File: src/rtl/approx_add_seq_if.sv
// approx_add_seq_if -- operand/result handshake bundle for approx_add_seq.
//   Operand side : in_valid, in_ready, a, b, approx_chunks
//   Result side  : out_valid, out_ready, sum, cout
//   Status       : busy
// The master modport is the operand source and the result sink.
// The slave modport is the sequencer itself.
interface approx_add_seq_if #(
  parameter int WIDTH = 32,
  parameter int CHUNK = 8
);
  localparam int NCHUNK = WIDTH / CHUNK;
  localparam int AW     = $clog2(NCHUNK + 1);

  logic             in_valid;
  logic             in_ready;
  logic [WIDTH-1:0] a;
  logic [WIDTH-1:0] b;
  logic [AW-1:0]    approx_chunks;
  logic             out_valid;
  logic             out_ready;
  logic [WIDTH-1:0] sum;
  logic             cout;
  logic             busy;

  modport master (
    output in_valid, a, b, approx_chunks, out_ready,
    input  in_ready, out_valid, sum, cout, busy
  );

  modport slave (
    input  in_valid, a, b, approx_chunks, out_ready,
    output in_ready, out_valid, sum, cout, busy
  );
endinterface

File: src/rtl/approx_add_seq.sv
// approx_add_seq -- WIDTH-bit adder built by stepping one CHUNK-bit slice
// across the operands, LSB chunk first, one chunk per clock.
// The low approx_chunks chunks use an OR slice. The rest use an exact
// ripple slice.
//   clk, rst : clock, synchronous active-high reset
//   bus      : approx_add_seq_if.slave
//              operands in (valid/ready), result out (valid/ready), busy
// WIDTH must be a multiple of CHUNK.
module approx_add_seq #(
  parameter int WIDTH = 32,
  parameter int CHUNK = 8
) (
  input  logic              clk,
  input  logic              rst,
  approx_add_seq_if.slave   bus
);
  localparam int NCHUNK = WIDTH / CHUNK;
  localparam int AW     = $clog2(NCHUNK + 1);

  localparam logic [1:0] IDLE = 2'd0;
  localparam logic [1:0] RUN  = 2'd1;
  localparam logic [1:0] DONE = 2'd2;

  localparam logic [AW-1:0] LAST_IDX = AW'(NCHUNK - 1);
  localparam logic [AW-1:0] MAX_APX  = AW'(NCHUNK);

  logic [1:0]       state;
  logic [WIDTH-1:0] aReg, bReg, sumReg;
  logic [AW-1:0]    nApprox;
  logic [AW-1:0]    idx;
  logic             carry, coutReg;

  logic [CHUNK-1:0] aSl, bSl, sl;
  logic [CHUNK:0]   exact;
  logic             isApprox, cNext;

  // Single shared slice: the chunk is selected by idx.
  always_comb begin
    aSl      = aReg[idx*CHUNK +: CHUNK];
    bSl      = bReg[idx*CHUNK +: CHUNK];
    exact    = {1'b0, aSl} + {1'b0, bSl} + {{CHUNK{1'b0}}, carry};
    isApprox = idx < nApprox;
    // The approximate slice drops the incoming carry. It still forwards an
    // MSB-generate so the next exact chunk sees a plausible carry.
    sl       = isApprox ? (aSl | bSl) : exact[CHUNK-1:0];
    cNext    = isApprox ? (aSl[CHUNK-1] & bSl[CHUNK-1]) : exact[CHUNK];
  end

  always_ff @(posedge clk) begin
    if (rst) begin
      state   <= IDLE;
      aReg    <= '0;
      bReg    <= '0;
      nApprox <= '0;
      idx     <= '0;
      carry   <= 1'b0;
      sumReg  <= '0;
      coutReg <= 1'b0;
    end else begin
      case (state)
        IDLE: begin
          if (bus.in_valid) begin
            aReg    <= bus.a;
            bReg    <= bus.b;
            nApprox <= (bus.approx_chunks > MAX_APX) ? MAX_APX : bus.approx_chunks;
            idx     <= '0;
            carry   <= 1'b0;
            state   <= RUN;
          end
        end
        RUN: begin
          sumReg[idx*CHUNK +: CHUNK] <= sl;
          carry <= cNext;
          if (idx == LAST_IDX) begin
            coutReg <= cNext;
            idx     <= '0;
            state   <= DONE;
          end else begin
            idx <= idx + 1'b1;
          end
        end
        DONE: begin
          if (bus.out_ready) state <= IDLE;
        end
        default: state <= IDLE;
      endcase
    end
  end

  // in_ready is masked by rst so nothing can be accepted on a reset edge.
  assign bus.in_ready  = (state == IDLE) && !rst;
  assign bus.out_valid = (state == DONE);
  assign bus.busy      = (state != IDLE);
  assign bus.sum       = sumReg;
  assign bus.cout      = coutReg;
endmodule

File: src/flat_wrapper.sv
// flat-port wrapper written by rule: the top's interface ports become plain ports
module approx_add_seq_flat 
#(
  parameter int WIDTH = 32,
  parameter int CHUNK = 8
)
  (clk, rst, bus_in_valid, bus_a, bus_b, bus_approx_chunks, bus_out_ready, bus_in_ready, bus_out_valid, bus_sum, bus_cout, bus_busy);
  approx_add_seq_if #(.WIDTH(WIDTH), .CHUNK(CHUNK)) bus_i ();
  input  logic clk;
  input  logic rst;
  input wire logic [$bits(bus_i.in_valid)-1:0] bus_in_valid;
  input wire logic [$bits(bus_i.a)-1:0] bus_a;
  input wire logic [$bits(bus_i.b)-1:0] bus_b;
  input wire logic [$bits(bus_i.approx_chunks)-1:0] bus_approx_chunks;
  input wire logic [$bits(bus_i.out_ready)-1:0] bus_out_ready;
  output wire logic [$bits(bus_i.in_ready)-1:0] bus_in_ready;
  output wire logic [$bits(bus_i.out_valid)-1:0] bus_out_valid;
  output wire logic [$bits(bus_i.sum)-1:0] bus_sum;
  output wire logic [$bits(bus_i.cout)-1:0] bus_cout;
  output wire logic [$bits(bus_i.busy)-1:0] bus_busy;
  assign bus_i.in_valid = bus_in_valid;
  assign bus_i.a = bus_a;
  assign bus_i.b = bus_b;
  assign bus_i.approx_chunks = bus_approx_chunks;
  assign bus_i.out_ready = bus_out_ready;
  assign bus_in_ready = bus_i.in_ready;
  assign bus_out_valid = bus_i.out_valid;
  assign bus_sum = bus_i.sum;
  assign bus_cout = bus_i.cout;
  assign bus_busy = bus_i.busy;
  approx_add_seq #(.WIDTH(WIDTH), .CHUNK(CHUNK)) u_core (.clk(clk), .rst(rst), .bus(bus_i));
endmodule
File: config.mk
export PLATFORM = sky130hd
export DESIGN_NAME = approx_add_seq_flat
export DESIGN_NICKNAME = d
export VERILOG_FILES = /design/src/rtl/approx_add_seq_if.sv /design/src/rtl/approx_add_seq.sv /design/src/flat_wrapper.sv
export SDC_FILE = /design/constraint.sdc
export NUM_CORES = 1
export LEC_CHECK = 0
export BUFFER_PORTS_ARGS = -buffer_cell sky130_fd_sc_hd__clkbuf_2
export CAP_MARGIN = 20
export CORE_MARGIN = 2
export CORE_UTILIZATION = 59
export DETAILED_ROUTE_END_ITERATION = 8
export GPL_TIMING_DRIVEN = 0
export PLACE_DENSITY = 0.89
export SLEW_MARGIN = 40
export SYNTH_ARGS = -nofsm -noshare
export SYNTH_HDL_FRONTEND = slang
export SYNTH_SLANG_ARGS = --single-unit
File: constraint.sdc
create_clock -name clk -period 6.7 [get_ports clk]
set_input_delay 1.005 -clock clk [delete_from_list [all_inputs] [get_ports clk]]
set_output_delay 1.005 -clock clk [all_outputs]
set_load 0.1 [all_outputs]
# After elaboration in Yosys (flattened, before gate mapping)
# Index checks and enable logic that the tools add are counted.
# Widths: inputs -> output; s select.
[word_totals]
ff_bits = 106
elab_cells = 48
out_inout_bits = 36
[classes]
eq_ne = 6
reduce_logical = 9
n_lt_le_gt_ge = 2
shifts = 4
add_sub_neg = 4
n_bitwise = 2
mux = 13
[ops]
columns = ["op", "n"]
rows = [
  ["$shiftx 32x7->8", 2],
  ["$neg 6->34", 1],
  ["$shift 8x34->32 const A", 1],
  ["$shiftx 8x34->32", 1],
  ["$bwmux 32", 1],
  ["$add 8x8->9", 1],
  ["$add 9x1->9", 1],
  ["$mux 3", 3],
  ["$mux 8", 1],
  ["$or 8x8->8", 1],
  ["$mux 2", 3],
  ["$pmux 2 s3", 1],
  ["$pmux 3 s2", 1],
  ["$reduce_and 2->1", 3],
  ["$ne 2x2->1 const B", 2],
  ["$reduce_bool 2->1", 2],
  ["$add 3x1->3 const B", 1],
  ["$eq 3x2->1 const B", 1],
  ["$gt 3x3->1 const B", 1],
  ["$lt 3x3->1", 1],
  ["$reduce_and 3->1", 1],
  ["$eq 2x1->1 const B", 1],
  ["$eq 2x2->1 const B", 1],
  ["$logic_not 2->1", 1],
  ["6 further kinds", 7],
]

# Logic depth before layout (Yosys ltp)
[logic_depth]
word_depth = 6
ltp_mapped = 14
mapped_depth_nobuf = 12

# Worst setup path after synthesis
# OpenSTA, ideal clock, no wires.
[synth_timing]
path_type = "input to output"
start = "in rst"
end = "out bus_in_ready"
arrival_time_ps = 2857
path_slack_ps = 2838
stages = 4
required_ps = 5695
cell_sequence = "clkbuf_1 clkbuf_1 clkbuf_1 nor2_1"
[synth_via]
elab_chain_cells = 2
[synth_lines]
columns = ["item", "line_no", "source"]
rows = [
  ["from (decl)", "flat_wrapper.sv:10", "input logic rst;"],
  ["$logic_not 1->1", "approx_add_seq.sv:91", "assign bus.in_ready = (state == IDLE) && !rst;"],
  ["$logic_and 1x1->1", "approx_add_seq.sv:91", ""],
  ["to (decl)", "flat_wrapper.sv:16", "output wire logic [$bits(bus_i.in_ready)-1:0] bus_in_ready;"],
]
# Every way passes these cells.

# Worst setup path in the final report
# Ends and elaborated chain as after synthesis.

==> results.md <==
Status:
- The run finished with clean final reports.

Die:
- The die covers 9340 um2.
- The starting utilization of the core area is 0.613.
- In this run the count of I/O pins placed on the die edge is 107.
- Row generation in the floorplan step produced 33 rows.
- The core region is 8260 um2.
- Measured along the x axis, the die boundary spans 96.7 um.
- The die boundary height is 96.7 um.

Finish:
- For this run, the number of standard cells in the final layout without fillers is 841.
- The area growth from synthesis to layout is 16.6%.
- In the final design database the tool counted around 830 nets.
- Of the cells placed in the final design, the portion with a size suffix greater than 1 is 0.226.
- The number of antenna diodes in the final layout is 0.
- At the end of the flow the core is filled with cells to 0.715.
- The count of fill cells added during filler insertion is 631.

STA:
- The worst max-slew margin expressed relative to the limit is 0.511.
- The part of the cycle the worst path needs is 0.563.
- The largest clock skew in the final design is 10.8 ps.
- The final-report max-slew violation count is 0.
- The slew at the pin with the worst max-slew slack is 729 ps.
- The final worst-path setup slack is 2930 ps.
- Setup repair after global routing left no endpoint under its margin.
- The worst hold slack across all endpoints is ~460 ps.
- Derived from the worst setup path, the maximum achievable clock frequency is approximately 270 MHz.
- The hold violation total from the final report is 0.
- Setup violations remaining at the end of the flow were counted as 0.
- For the finished layout, the period the worst path requires is 3770 ps.
- Summed over all failing endpoints, the final setup total negative slack is 0 ps.

Logic synthesis:
- The async set-or-reset flop fraction in the synthesized netlist is 0.
- The sequential share of the synthesized area is 0.419.
- The prevailing post-synth register cell is dfxtp_1.
- Of the post-synthesis cell area, the dominant cell type holds 0.419.
- In this run, synthesis inferred 0 flip-flops with an integrated enable.
- The post-synthesis instance area is 5070 um2.
- The Yosys step of the flow raised 0 warnings.
- In the synthesized netlist, the cells that appear most often are 160 x nand2_1, 106 x dfxtp_1, 79 x a21oi_1.
- The number of nets in the synthesized netlist is 710.
- Ranked by total cell area, the synthesized netlist is headed by dfxtp_1 42%, nand2_1 12%, a21oi_1 7.8%.
- Counting flops and latches in the post-synthesis netlist gives 106.
- The most used standard cell by instance count after synthesis is nand2_1.
- The unique cell type count in the Yosys netlist is 53.
- The count of mapped cells out of synthesis is 614.
- Dividing the synthesized area by the synthesized cell count gives 8.25 um2.
- The synthesized design spends more area on one cell type than any other, namely dfxtp_1.

Clock tree:
- For this design, the CTS-stage hold fixing added 0 buffers.
- In this run the post-CTS setup repair buffer count came out at 0.
- The clock tree from TritonCTS is yes.
- The number of clock buffers added by TritonCTS is 9.
- In this run, post-CTS repair resized a total of 0 instances.
- After clock tree synthesis, the clock-pin slew on the worst setup and hold paths is 100 ps.
- The deepest level of the CTS H-tree is 3.
- The buffer levels on the longest clock path is 2.
- For this design, the sink count on the clock tree is 106.
- The root buffer cell chosen for the clock tree is clkbuf_8.
- For the worst-skew pair, the clock arrives at the later sink with an insertion delay of between 300 and 400 ps.

Setup path:
- The worst-case reg-to-reg path depth is 14.
- In this run the critical register-to-register path is captured at u_core.bus.sum[6].
- The element type at the critical path start is a primary input.
- STA classifies the critical path endpoint as an output port.
- The worst setup slack for register-to-register paths is 3200 ps.
- The start-to-end type of the worst setup path is primary input to output port.
- The worst path required time is 5690 ps.
- The source of the worst register-to-register timing path is u_core.idx[1].
- In this run the worst path has a maximum fanout of 10.
- Data arrives at the worst endpoint at 2770 ps.

Run:
- Max-cap violations in this run came to 0.

Routing:
- After detailed routing, the total wire length is 13.4 mm.
- The total number of vias is 4801.
- The number of iterations in the first detailed-routing pass is 5.
- Once detail routing completed, the nets flagged for antenna violations numbered 0.
- After detailed routing, the number of vias per cell comes to 5.71.
- The iteration-0 DRC count of the detailed router is 309.
- The remaining routing DRC violations is 0.
- The per-cell routed wire length is 15.9 um.

Worst hold path:
- The worst hold path endpoint is u_core.bus.sum[11].
- The instance count along the most critical hold path is 2.
- The min-delay analysis places its worst path in the category flop to flop.
- The worst hold path begins at u_core.bus.sum[11].

GRT:
- The number of antenna violations at the first check in global routing is 0.
- Across every metal layer, demand over resource in global routing totals 0.288.
- The pin count of the biggest net entering global routing is 20.
- The total congestion overflow after global routing is 0.
- The first global-routing pass estimated around 22 mm of wire.
- The number of global-route vias before repair is 4731.

Place:
- The cell total after placement is roughly 830.
- The half-perimeter wire length of the detailed placement result is 10.3 mm.
- The quantity of I/O buffers inserted on ports is 106.
- The placement-stage worst setup slack is 2970 ps.
- The congestion estimate from routability-driven global placement came to 0.903.

Power and ir drop:
- In this run the static leakage power is 2.55 nW.
- Across the VDD grid, the largest voltage drop is 113 uV.
- The power density over the cells is approximately 230 nW/um2.
-- power breakdown --
part / internal, mW / switching (mW) / leakage [nW]
clock: 0.141 / 0.237 / 0.0910
sequential: 0.660 / 0.0178 / 0.865
combinational: 0.111 / 0.220 / 1.59
total: 0.912 / 0.475 / 2.55
-- cell type report --
| class | count | area (um2) | area share |
|---|---|---|---|
| timing repair buffer | 106 | 531 | 0.0898 |
| inverter | 24 | 90.1 | 0.0152 |
| sequential | 106 | 2120 | 0.359 |
| clock buffer | 9 | 124 | 0.0210 |
| tap | 105 | 131 | 0.0222 |
| multi-input combinational | 444 | 2650 | 0.448 |
| clock inverter | 7 | 56.3 | 0.00953 |
| buffer | 40 | 209 | 0.0354 |
-- critical path, stage by stage --
cell and delay, ps:
clkbuf_2 90, clkbuf_1 310, clkbuf_1 450, clkbuf_1 430, nor2_1 90, clkbuf_2 380
-- per-stage QoR --
stage	cell area, um2	power [mW]
after floorplan	5070	0.924
after global placement	5730	1.00
after detailed placement	5730	1.02
after CTS	5910	1.38
final	5910	1.39
after global routing	5910	1.44
-- kinds of logic (layout without fill, tap and decap cells) --
logic type      count (synthesis)  after routing  share of synthesized area
simple gates                  235            235                      0.207
compound gates                159            159                      0.197
flops                         106            106                      0.419
buf+inv                        64            186                     0.0590
fa+ha+maj                      25             25                     0.0647
mux                            21             21                     0.0464
xor+xnor                        4              4                    0.00692
-- sequential cells by signal (all words and copies together) (netlist names) --
register         count
u_core.aReg         32
u_core.bus.sum      32
u_core.bus.cout      1
u_core.nApprox       3
u_core.bReg         32
u_core.carry         1
u_core.state         2
u_core.idx           3
-- layer usage --
layer | part of all wire | track usage | vias up
met5 | 0 | 0 | -
met4 | 0.021 | 0.102 | 0
met3 | 0.090 | 0.0549 | 26
met2 | 0.49 | 0.500 | 255
met1 | 0.40 | 0.357 | 2210
li1 | - | - | 2310
-- worst max-delay path by stage --
stage          start      endpoint  slack [ps]
3_5_place_dp     rst  bus_in_ready        2970
5_1_grt          rst  bus_in_ready        2830
2_1_floorplan    rst  bus_in_ready        2840
3_3_place_gp     rst  bus_in_ready        3040
6_report         rst  bus_in_ready        2930
4_1_cts          rst  bus_in_ready        2950
-- layout by cell type (no fill, tap or decap), drive strengths merged, types with 10 or more instances in the layout --
| master | Yosys | final |
|---|---|---|
| o21ai | 19 | 19 |
| a21oi | 82 | 82 |
| inv | 24 | 28 |
| dfxtp | 106 | 106 |
| a22oi | 10 | 10 |
| clkbuf | 14 | 129 |
| nor2 | 32 | 32 |
| nor2b | 18 | 18 |
| a211oi | 28 | 28 |
| ha | 23 | 23 |
| buf | 26 | 26 |
| nand2 | 160 | 160 |
| mux2i | 19 | 19 |
(Power assumes the default switching activity.)
